### src/rtl/custom_counter_pkg.sv
// Shared types and constants for the custom countdown counter and its sequencer.
package custom_counter_pkg;

  localparam int unsigned CFG_WIDTH = 2;

  // Period selections understood by the countdown counter (50 MHz clock).
  localparam logic [CFG_WIDTH-1:0] CFG_0P5S = 2'd0;
  localparam logic [CFG_WIDTH-1:0] CFG_1S   = 2'd1;
  localparam logic [CFG_WIDTH-1:0] CFG_1P5S = 2'd2;
  localparam logic [CFG_WIDTH-1:0] CFG_2S   = 2'd3;

  // The counter powers up with the 1 s period.
  localparam logic [CFG_WIDTH-1:0] DEFAULT_CFG = CFG_1S;

  typedef enum logic [2:0] {
    S_IDLE = 3'd0,
    S_LOAD = 3'd1,
    S_ARM  = 3'd2,
    S_RUN  = 3'd3,
    S_DONE = 3'd4
  } seq_state_t;

endpackage

### src/rtl/custom_counter_sequencer.sv
// Sequencer that programs, arms and re-arms the countdown counter for a run of laps.
module custom_counter_sequencer
  import custom_counter_pkg::*;
#(
  parameter int unsigned LAP_WIDTH = 8
) (
  input  logic                 clock,
  input  logic                 resetn,
  input  logic                 start,
  input  logic                 abort,
  input  logic [CFG_WIDTH-1:0] config_in,
  input  logic [LAP_WIDTH-1:0] num_laps,
  input  logic                 counter_expire,
  input  logic                 irq_ack,
  output logic                 load,
  output logic [CFG_WIDTH-1:0] load_config,
  output logic                 reset_counter,
  output logic [LAP_WIDTH-1:0] lap_count,
  output logic                 busy,
  output logic                 done,
  output logic                 irq
);

  seq_state_t           state_q, state_d;
  logic [LAP_WIDTH-1:0] limit_q, limit_d;
  logic [LAP_WIDTH-1:0] lap_count_q, lap_count_d;
  logic [CFG_WIDTH-1:0] load_config_q, load_config_d;
  logic                 load_q, load_d;
  logic                 reset_counter_q, reset_counter_d;
  logic                 busy_q, busy_d;
  logic                 done_q, done_d;
  logic                 irq_q, irq_d;
  logic                 irq_set;
  logic [LAP_WIDTH-1:0] lap_inc;

  // Next-state and registered-output logic.
  // S_ARM spans two cycles: it raises reset_counter, then moves to S_RUN only
  // once the counter has sampled the strobe, so a stale expiry still present
  // while the counter reloads is never seen in S_RUN.
  always_comb begin
    state_d         = state_q;
    limit_d         = limit_q;
    lap_count_d     = lap_count_q;
    load_config_d   = load_config_q;
    load_d          = 1'b0;
    reset_counter_d = 1'b0;
    done_d          = done_q;
    irq_set         = 1'b0;
    lap_inc         = lap_count_q + LAP_WIDTH'(1);

    case (state_q)
      S_IDLE: begin
        if (start && !abort) begin
          state_d       = S_LOAD;
          load_config_d = config_in;
          limit_d       = num_laps;
          lap_count_d   = '0;
          done_d        = 1'b0;
        end
      end
      S_LOAD: begin
        if (abort) begin
          state_d = S_IDLE;
        end else begin
          load_d  = 1'b1;
          state_d = S_ARM;
        end
      end
      S_ARM: begin
        if (abort) begin
          state_d = S_IDLE;
        end else if (reset_counter_q) begin
          state_d = S_RUN;
        end else begin
          reset_counter_d = 1'b1;
        end
      end
      S_RUN: begin
        if (abort) begin
          state_d = S_IDLE;
        end else if (counter_expire) begin
          lap_count_d = lap_inc;
          if ((limit_q != '0) && (lap_inc == limit_q)) begin
            state_d = S_DONE;
            done_d  = 1'b1;
            irq_set = 1'b1;
          end else begin
            state_d = S_ARM;
            irq_set = (limit_q == '0);
          end
        end
      end
      S_DONE: begin
        state_d = S_IDLE;
      end
      default: begin
        state_d = S_IDLE;
      end
    endcase

    busy_d = (state_d == S_LOAD) || (state_d == S_ARM) || (state_d == S_RUN);

    // A new interrupt takes priority over an acknowledge in the same cycle.
    irq_d = irq_q;
    if (irq_ack) irq_d = 1'b0;
    if (irq_set) irq_d = 1'b1;
  end

  // State and output registers.
  always_ff @(posedge clock or negedge resetn) begin
    if (!resetn) begin
      state_q         <= S_IDLE;
      limit_q         <= '0;
      lap_count_q     <= '0;
      load_config_q   <= DEFAULT_CFG;
      load_q          <= 1'b0;
      reset_counter_q <= 1'b0;
      busy_q          <= 1'b0;
      done_q          <= 1'b0;
      irq_q           <= 1'b0;
    end else begin
      state_q         <= state_d;
      limit_q         <= limit_d;
      lap_count_q     <= lap_count_d;
      load_config_q   <= load_config_d;
      load_q          <= load_d;
      reset_counter_q <= reset_counter_d;
      busy_q          <= busy_d;
      done_q          <= done_d;
      irq_q           <= irq_d;
    end
  end

  assign load          = load_q;
  assign load_config   = load_config_q;
  assign reset_counter = reset_counter_q;
  assign lap_count     = lap_count_q;
  assign busy          = busy_q;
  assign done          = done_q;
  assign irq           = irq_q;

endmodule

### config.mk
export PLATFORM = sky130hd
export DESIGN_NAME = custom_counter_sequencer
export DESIGN_NICKNAME = d
export VERILOG_FILES = /design/src/rtl/custom_counter_pkg.sv /design/src/rtl/custom_counter_sequencer.sv
export SDC_FILE = /design/constraint.sdc
export NUM_CORES = 1
export LEC_CHECK = 0
export CAP_MARGIN = 20
export CORE_MARGIN = 1
export CORE_UTILIZATION = 40
export DETAILED_ROUTE_END_ITERATION = 8
export PLACE_DENSITY = 0.66
export RECOVER_POWER = 25
export SLEW_MARGIN = 20
export SYNTH_ARGS = -nofsm -noshare
export SYNTH_HDL_FRONTEND = slang
export SYNTH_SLANG_ARGS = --single-unit
### constraint.sdc
create_clock -name clock -period 4.4 [get_ports clock]
set_input_delay 1.1 -clock clock [delete_from_list [all_inputs] [get_ports clock]]
set_output_delay 1.1 -clock clock [all_outputs]
set_load 0.01 [all_outputs]
-- Word level (Yosys, flattened, before mapping)
Index checks and enable logic that the tools add are counted.
- equal/unequal tests: 11
- $add $sub $neg: 1
- reductions and logical operators: 13
- mux-type cells: 28
- operators with widths (kind ; count):
    two-way mux 8 bit ; 3
    two-way mux 3 bit ; 6
    one-hot mux 8 bit (2 select lines) ; 1
    two-way mux 1 bit ; 15
    == test 3 x 2 -> 1 bit, second input constant ; 4
    one-hot mux 3 bit (4 select lines) ; 1
    adder 8 x 1 -> 8 bit, second input constant ; 1
    == test 8 bit ; 1
    logical NOT 8 bit ; 1
    != test 2 bit, second input constant ; 4
    nonzero test 8 bit ; 1
    == test 3 x 1 -> 1 bit, second input constant ; 2
    AND reduction 5 bit ; 1
    AND reduction 4 bit ; 1
    nonzero test 2 bit ; 2
    logical NOT 3 bit ; 1
    logical AND 1 bit ; 2
    logical OR 1 bit ; 2
    two-way mux 2 bit ; 1
    one-hot mux 1 bit (2 select lines) ; 1
    AND reduction 2 bit ; 1
    logical NOT 1 bit ; 1
- register bits after elaboration: 26

-- Depth between registers and ports, before layout
Gate-level depths: netlist of run 1.
- word-level depth: 10
- mapped depth: 8

-- Worst setup path after synthesis of run 1
Ideal clock, no wire load.
- path kind: input to register
- start point: input abort
- end point: register lap_count_q[5] (netlist: lap_count[5])
- buffers on the path: 1
- setup slack: 2.152 ns
- library setup time: 0.136 ns
- data required time: 4.264 ns
- arrival time: 2.113 ns
- stages on the path: 6
- cells stage by stage: nor2_1 > nand4_1 > and2_0 > clkbuf_1 > o21ai_0 > o31ai_1
- cells in the longest elaborated chain, start to end: 4
- elaborated cells on any way between the ends: 5
- ends and longest elaborated chain (element ; RTL line ; RTL):
    start, declared ; custom_counter_sequencer.sv:10 ; input logic abort,
    logical NOT 1 bit ; custom_counter_sequencer.sv:53 ; if (start && !abort) begin
    logical AND 1 bit ; custom_counter_sequencer.sv:53 ;
    != test 2 bit (no source line) ; -- ;
    AND reduction 4 bit (no source line) * ; -- ;
    end signal, assigned ; custom_counter_sequencer.sv:124 ; lap_count_q <= lap_count_d;
    end, declared ; custom_counter_sequencer.sv:26 ; logic [LAP_WIDTH-1:0] lap_count_q, lap_count_d;
Mark *: on every way between the ends. The rest lies on a longest branch, timed or not.
A chain may end at the register's enable or synchronous reset.

-- Worst setup path in the final report of run 1
- start point: input abort
- end point: register lap_count_q[3] (netlist: lap_count[3])
Same word-level chain as after synthesis.

==> impl_metrics.yaml, run 1 <==
status:
  status: "finished, final reports clean"
sta:
  fin_ws_ns: 1.63
  holdWs_ns: 0.464
  period_needed_ns: 2.77
  fin_crit_sh_pct: 63.0
  slew_headroom_pct: 12.1
  hold_violations: 0
  tightest_slew_ns: 1.32
  rsz0062_at_grt: "no"
  finalClockSkew_ns: 0.000568
  setup_violations: 0
  slew_viol_final: 0
  clock.fmax_ghz: 0.361
  setup-tns-final_ns: 0
place:
  place_hpwl_microns: 2050
  pre_cts_ws_ns: 1.23
  port-buffer-count: 30
  place.gp.congestion: 0.855
  placed_cells: 208
critical_path:
  critPathTopFamily: "simple AND/OR/NAND/NOR gates"
  critPathLaunchType: "input pin"
  timing.critical_path.buf_inv: 1
  arrival_ns: 2.99
  max_stage_delay_ns: 0.47
  reg2reg_slack_ns: 1.99
  cp_slowest_cell: "and2_0"
  critical_path_class: "input pin to flop"
  path_cells: "clkdlybuf4s50_1 -> nor2_1 -> nand3_1 -> and2_0 -> o21ai_0 -> o41ai_1"
  cp_max_fo: 12
  r2r-start: "lap_count[0]"
  cp_data_required_time_ns: 4.62
  r2r-end: "busy"
  cp-end-kind: "flop"
  startpoint: "abort"
  r2r_cells: 7
worst_hold_path:
  min_from: "state_q[2]"
  whs_endpoint: "load"
  hold_depth: 1
  hold_class: "flop to flop"
floorplanning:
  core_sq_um: 3360
  die_w_microns: 61.6
  start_util_pct: 42.2
  rows: 21
  die_area_sq_um: 3790
  ios: 31
  die_y_microns: 61.6
clock_tree:
  cts_sinks: 26
  cts-buffers-inserted: 3
  cts_tree: "built"
  h-tree-depth: 1
  cts_resized: 0
  cts_buffer_depth: 2
  post_cts_buffers: 0
  clkTransAtPathRegs_ns: 0.14
  worstSkewPairLatency_ns: 0.32
  hold_buffers: 0
  cts-root-buf: "clkbuf_4"
grt:
  antenna_found_initial: 0
  grt_max_degree: 27
  grt_pass1_vias: 1003
  grt_pass1_wl_microns: 4480
  overflow: 0
  track_usage_pct: 16.0
power_and_ir_drop:
  p_leak_nw: 0.707
  p_per_area_nw_per_um2: 317
  irDropWorstVdd_uv: 211
final_layout:
  layout_commonest_cell: "clkdlybuf4s50_1"
  final_cell_mix: "clkdlybuf4s50_1 (29), dfrtp_1 (25), o21ai_0 (10), mux2_2 (10), nor2_1 (9)"
  final_cells: 212
  layout-drive-gt1-share_pct: 14.5
  diodes: 0
  fin_util_pct: 53.2
  syn_to_final_growth_pct: 26.0
  fin_nets: 184
detailed_routing:
  ant_nets: 0
  first_iter_violations: 49
  postRouteWirelength_microns: 2760
  route.detailed.drc: 0
  wl_per_cell_microns: 13.0
  detail_route.first_pass.iterations: 4
  viasPerCell: 5.26
  vias: 1115
job:
  drv_cap: 0
synth:
  synth.avg_cell_area_sq_um: 10.3
  yosys_warnings: 0
  synth_seq_cells: 26
  synth.distinct_cells: 45
  syn-num-nets: 155
  ys_seq_area_share_pct: 45.9
  synth_area_sq_um: 1420
  synthCells: 138
-- layer usage --
layer	up-vias	global-route usage (%)	wire length (microns)
met2	24	26.1	1300
met5	-	0	0
met4	0	5.71	57
met3	7	2.10	90
met1	527	21.8	1310
li1	557	-	-
-- Yosys cell counts, drive strengths merged --
library cell / n / area (sq um)
dfrtp: 25 / 626
o21ai: 12 / 60.1
mux2: 10 / 113
nor2: 9 / 33.8
inv: 8 / 30.0
nand2: 7 / 26.3
xnor2: 5 / 43.8
clkbuf: 4 / 15.0
nand3: 4 / 20.0
nand4: 4 / 31.3
o31ai: 4 / 30.0
a31oi: 3 / 18.8
and2: 3 / 21.3
buf: 3 / 27.5
nand2b: 3 / 18.8
nor2b: 3 / 18.8
o22ai: 3 / 18.8
a21oi: 2 / 10.0
and3: 2 / 13.8
mux2i: 2 / 20.0
nor4b: 2 / 23.8
or4: 2 / 15.0
xor2: 2 / 17.5
a21o: 1 / 7.51
a22oi: 1 / 7.51
a311o: 1 / 10.0
a311oi: 1 / 8.76
a41oi: 1 / 8.76
and4: 1 / 10.0
dfstp: 1 / 26.3
ha: 1 / 12.5
nand3b: 1 / 7.51
nand4bb: 1 / 11.3
nor3: 1 / 10.0
nor4: 1 / 12.5
o211ai: 1 / 7.51
o21a: 1 / 7.51
o41ai: 1 / 8.76
or4b: 1 / 10.0
-- through the flow --
stage / total power, W / area [sq um]
after floorplan: 0.000359 / 1420
after global placement: 0.000404 / 1740
after detailed placement: 0.000408 / 1740
after CTS: 0.000573 / 1790
after global routing: 0.000596 / 1790
final: 0.000566 / 1790
-- final cells by class --
class	count	area, sq um
Timing Repair Buffer	31	302
Fill cell	330	1580
Clock inverter	1	30.0
Tap cell	46	57.6
Inverter	8	30.0
Sequential cell	26	652
Multi-Input combinational cell	97	694
Clock buffer	3	22.5
-- how the worst max path moves through the flow --
stage	endpoint	slack, ns	cells past startpoint
3_5_place_dp	lap_count[3]	1.23	6
5_1_grt	lap_count[2]	1.46	6
4_1_cts	lap_count[3]	1.60	6
3_3_place_gp	lap_count[5]	1.32	6
6_report	lap_count[3]	1.63	6
2_1_floorplan	lap_count[5]	2.15	6
-- kinds of logic (layout without fill, tap and decap cells) --
family | count (synthesis) | in the layout | share of synthesized area [%]
xor+xnor | 7 | 7 | 4.32
flops | 26 | 26 | 45.9
compound gates | 32 | 32 | 14.4
mux | 12 | 12 | 9.35
buf+inv | 15 | 43 | 5.11
fa+ha+maj | 1 | 1 | 0.882
simple gates | 45 | 45 | 20.0
-- power breakdown --
part / total, W / switching, W / internal (W)
sequential: 0.000294 / 0.0000284 / 0.000265
clock: 0.000165 / 0.0000727 / 0.0000921
combinational: 0.000108 / 0.0000423 / 0.0000654
total: 0.000566 / 0.000143 / 0.000423
-- flip-flops by register name, summed over array words and instances (netlist names) --
register / flops
lap_count: 8
limit_q: 8
state_q: 3
load_config: 2
busy: 1
done: 1
irq: 1
load: 1
reset_counter: 1
Power figures use the tool's default switching activity.
==> run 2: changes to the inputs <==
--- a/config.mk
+++ b/config.mk
@@ -9,7 +9,7 @@
 export CORE_MARGIN = 1
 export CORE_UTILIZATION = 40
 export DETAILED_ROUTE_END_ITERATION = 8
-export PLACE_DENSITY = 0.66
+export PLACE_DENSITY = 0.68
 export RECOVER_POWER = 25
 export SLEW_MARGIN = 20
 export SYNTH_ARGS = -nofsm -noshare
==> constraint.sdc (replaced) <==
create_clock -name clock -period 2.34 [get_ports clock]
set_input_delay 0.585 -clock clock [delete_from_list [all_inputs] [get_ports clock]]
set_output_delay 0.585 -clock clock [all_outputs]
set_load 0.01 [all_outputs]
==> run 2 against run 1 <==
Global-route usage grew 2.3 points. Cell area grew 1.6%. Wire length is 8.6% higher. Sequential share of layout area is 0.58 points lower. Sequential power up 88%. Clock skew grew 0.010 ns. Via count grew 4.8%. Non-clock buffer count up 5. Critical endpoint is now done. Largest power group unchanged. Highest routed layer unchanged.
==> impl_metrics.yaml, run 2 (synthesis gave the netlist of run 1 again) <==
detailed_routing:
  wl_per_cell_microns: 13.8
  detail_route.first_pass.iterations: 5
  postRouteWirelength_microns: 2990
  route.detailed.drc: 0
  vias: 1169
  viasPerCell: 5.39
  ant_nets: 0
  first_iter_violations: 33
sta:
  period_needed_ns: 2.20
  setup-tns-final_ns: 0
  holdWs_ns: 0.455
  tightest_slew_ns: 1.41
  slew_headroom_pct: 5.78
  setup_violations: 0
  fin_crit_sh_pct: 93.9
  clock.fmax_ghz: 0.455
  hold_violations: 0
  rsz0062_at_grt: "no"
  finalClockSkew_ns: 0.0107
  slew_viol_final: 0
critical_path:
  cp-end-kind: "flop"
  timing.critical_path.buf_inv: 0
  cp_data_required_time_ns: 2.61
  path_cells: "ha_1 -> xor2_1 -> or4b_1 -> a31oi_2 -> nand4_2 -> nor3_2 -> o21a_1"
  critPathTopFamily: "simple AND/OR/NAND/NOR gates"
  critPathLaunchType: "flop"
  max_stage_delay_ns: 0.47
  arrival_ns: 2.47
  cp_slowest_cell: "or4b_1"
  reg2reg_slack_ns: 0.14
  critical_path_class: "flop to flop"
  cp_max_fo: 5
final_layout:
  diodes: 0
  layout-drive-gt1-share_pct: 16.4
  syn_to_final_growth_pct: 28.0
  final_cell_area_sq_um: 1820
  final_cells: 217
  layout_commonest_cell: "clkdlybuf4s50_1"
  fillCellCount: 339
  multi_input_area_sq_um: 709
  final_cell_mix: "clkdlybuf4s50_1 (29), dfrtp_1 (25), o21ai_0 (10), mux2_2 (10), nor2_1 (9)"
  regArea_sq_um: 652
  fin_nets: 189
clock_tree:
  cts_buffer_depth: 2
  hold_buffers: 0
  cts-root-buf: "clkbuf_4"
  cts_tree: "built"
  clkTransAtPathRegs_ns: 0.14
  cts-buffers-inserted: 3
  cts_sinks: 26
  post_cts_buffers: 0
  cts_resized: 0
  h-tree-depth: 1
  worstSkewPairLatency_ns: 0.33
grt:
  antenna_found_initial: 0
  grt_pass1_vias: 1128
  grt_max_degree: 27
  overflow: 0
  track_usage_pct: 18.3
  grt_pass1_wl_microns: 5040
place:
  place.gp.congestion: 0.903
  placed_cells: 213
  port-buffer-count: 30
  placed_cell_area_sq_um: 1780
  place_hpwl_microns: 2200
floorplanning:
  die_w_microns: 61.6
  die_y_microns: 61.6
  die_area_sq_um: 3790
  start_util_pct: 42.2
  ios: 31
  core_sq_um: 3360
  rows: 21
status:
  status: "finished, final reports clean"
power_and_ir_drop:
  p_per_area_nw_per_um2: 531
  irDropWorstVdd_uv: 308
  p_leak_nw: 0.714
  power_w: 0.000966
job:
  drv_cap: 0
worst_hold_path:
  hold_class: "flop to flop"
run 2: final timing paths:
| path | from | end | cells after the start |
|---|---|---|---|
| min in group asynchronous | resetn | lap_count[3] | 2 |
| min reg2reg | state_q[2] | load | 1 |
| min | state_q[2] | load | 1 |
| max | lap_count[1] | done | 7 |
| max in group asynchronous | resetn | irq | 2 |
| max reg2reg | lap_count[1] | done | 7 |
run 2: report_power, final:
group	internal [W]	switching, W	total [W]
Sequential	0.000499	0.0000546	0.000553
Combinational	0.000129	0.0000835	0.000212
Clock	0.0000668	0.000134	0.000200
Total	0.000694	0.000272	0.000966
run 2: area by class of cell:
class                           instances  area share (%)
Clock buffer                            4            1.45
Inverter                                8            1.65
Multi-Input combinational cell         97            39.0
Sequential cell                        26            35.9
Tap cell                               46            3.17
Timing Repair Buffer                   36            18.8
run 2: per-stage QoR:
| stage | setup slack (ns) | utilization, % |
|---|---|---|
| 3_3_place_gp | 0.179 | 52.9 |
| 6_report | 0.143 | 54.0 |
| 3_5_place_dp | 0.134 | 52.9 |
| 4_1_cts | 0.0995 | 53.7 |
| 2_1_floorplan | 0.104 | - |
| 5_1_grt | 0.0243 | 54.0 |
run 2: metal layers:
metal	vias up	track usage, %	part of all wire [%]
met1	568	24.0	46
met5	-	0	0
li1	571	-	-
met3	4	3.15	3.4
met4	0	6.98	1.1
met2	26	30.3	50
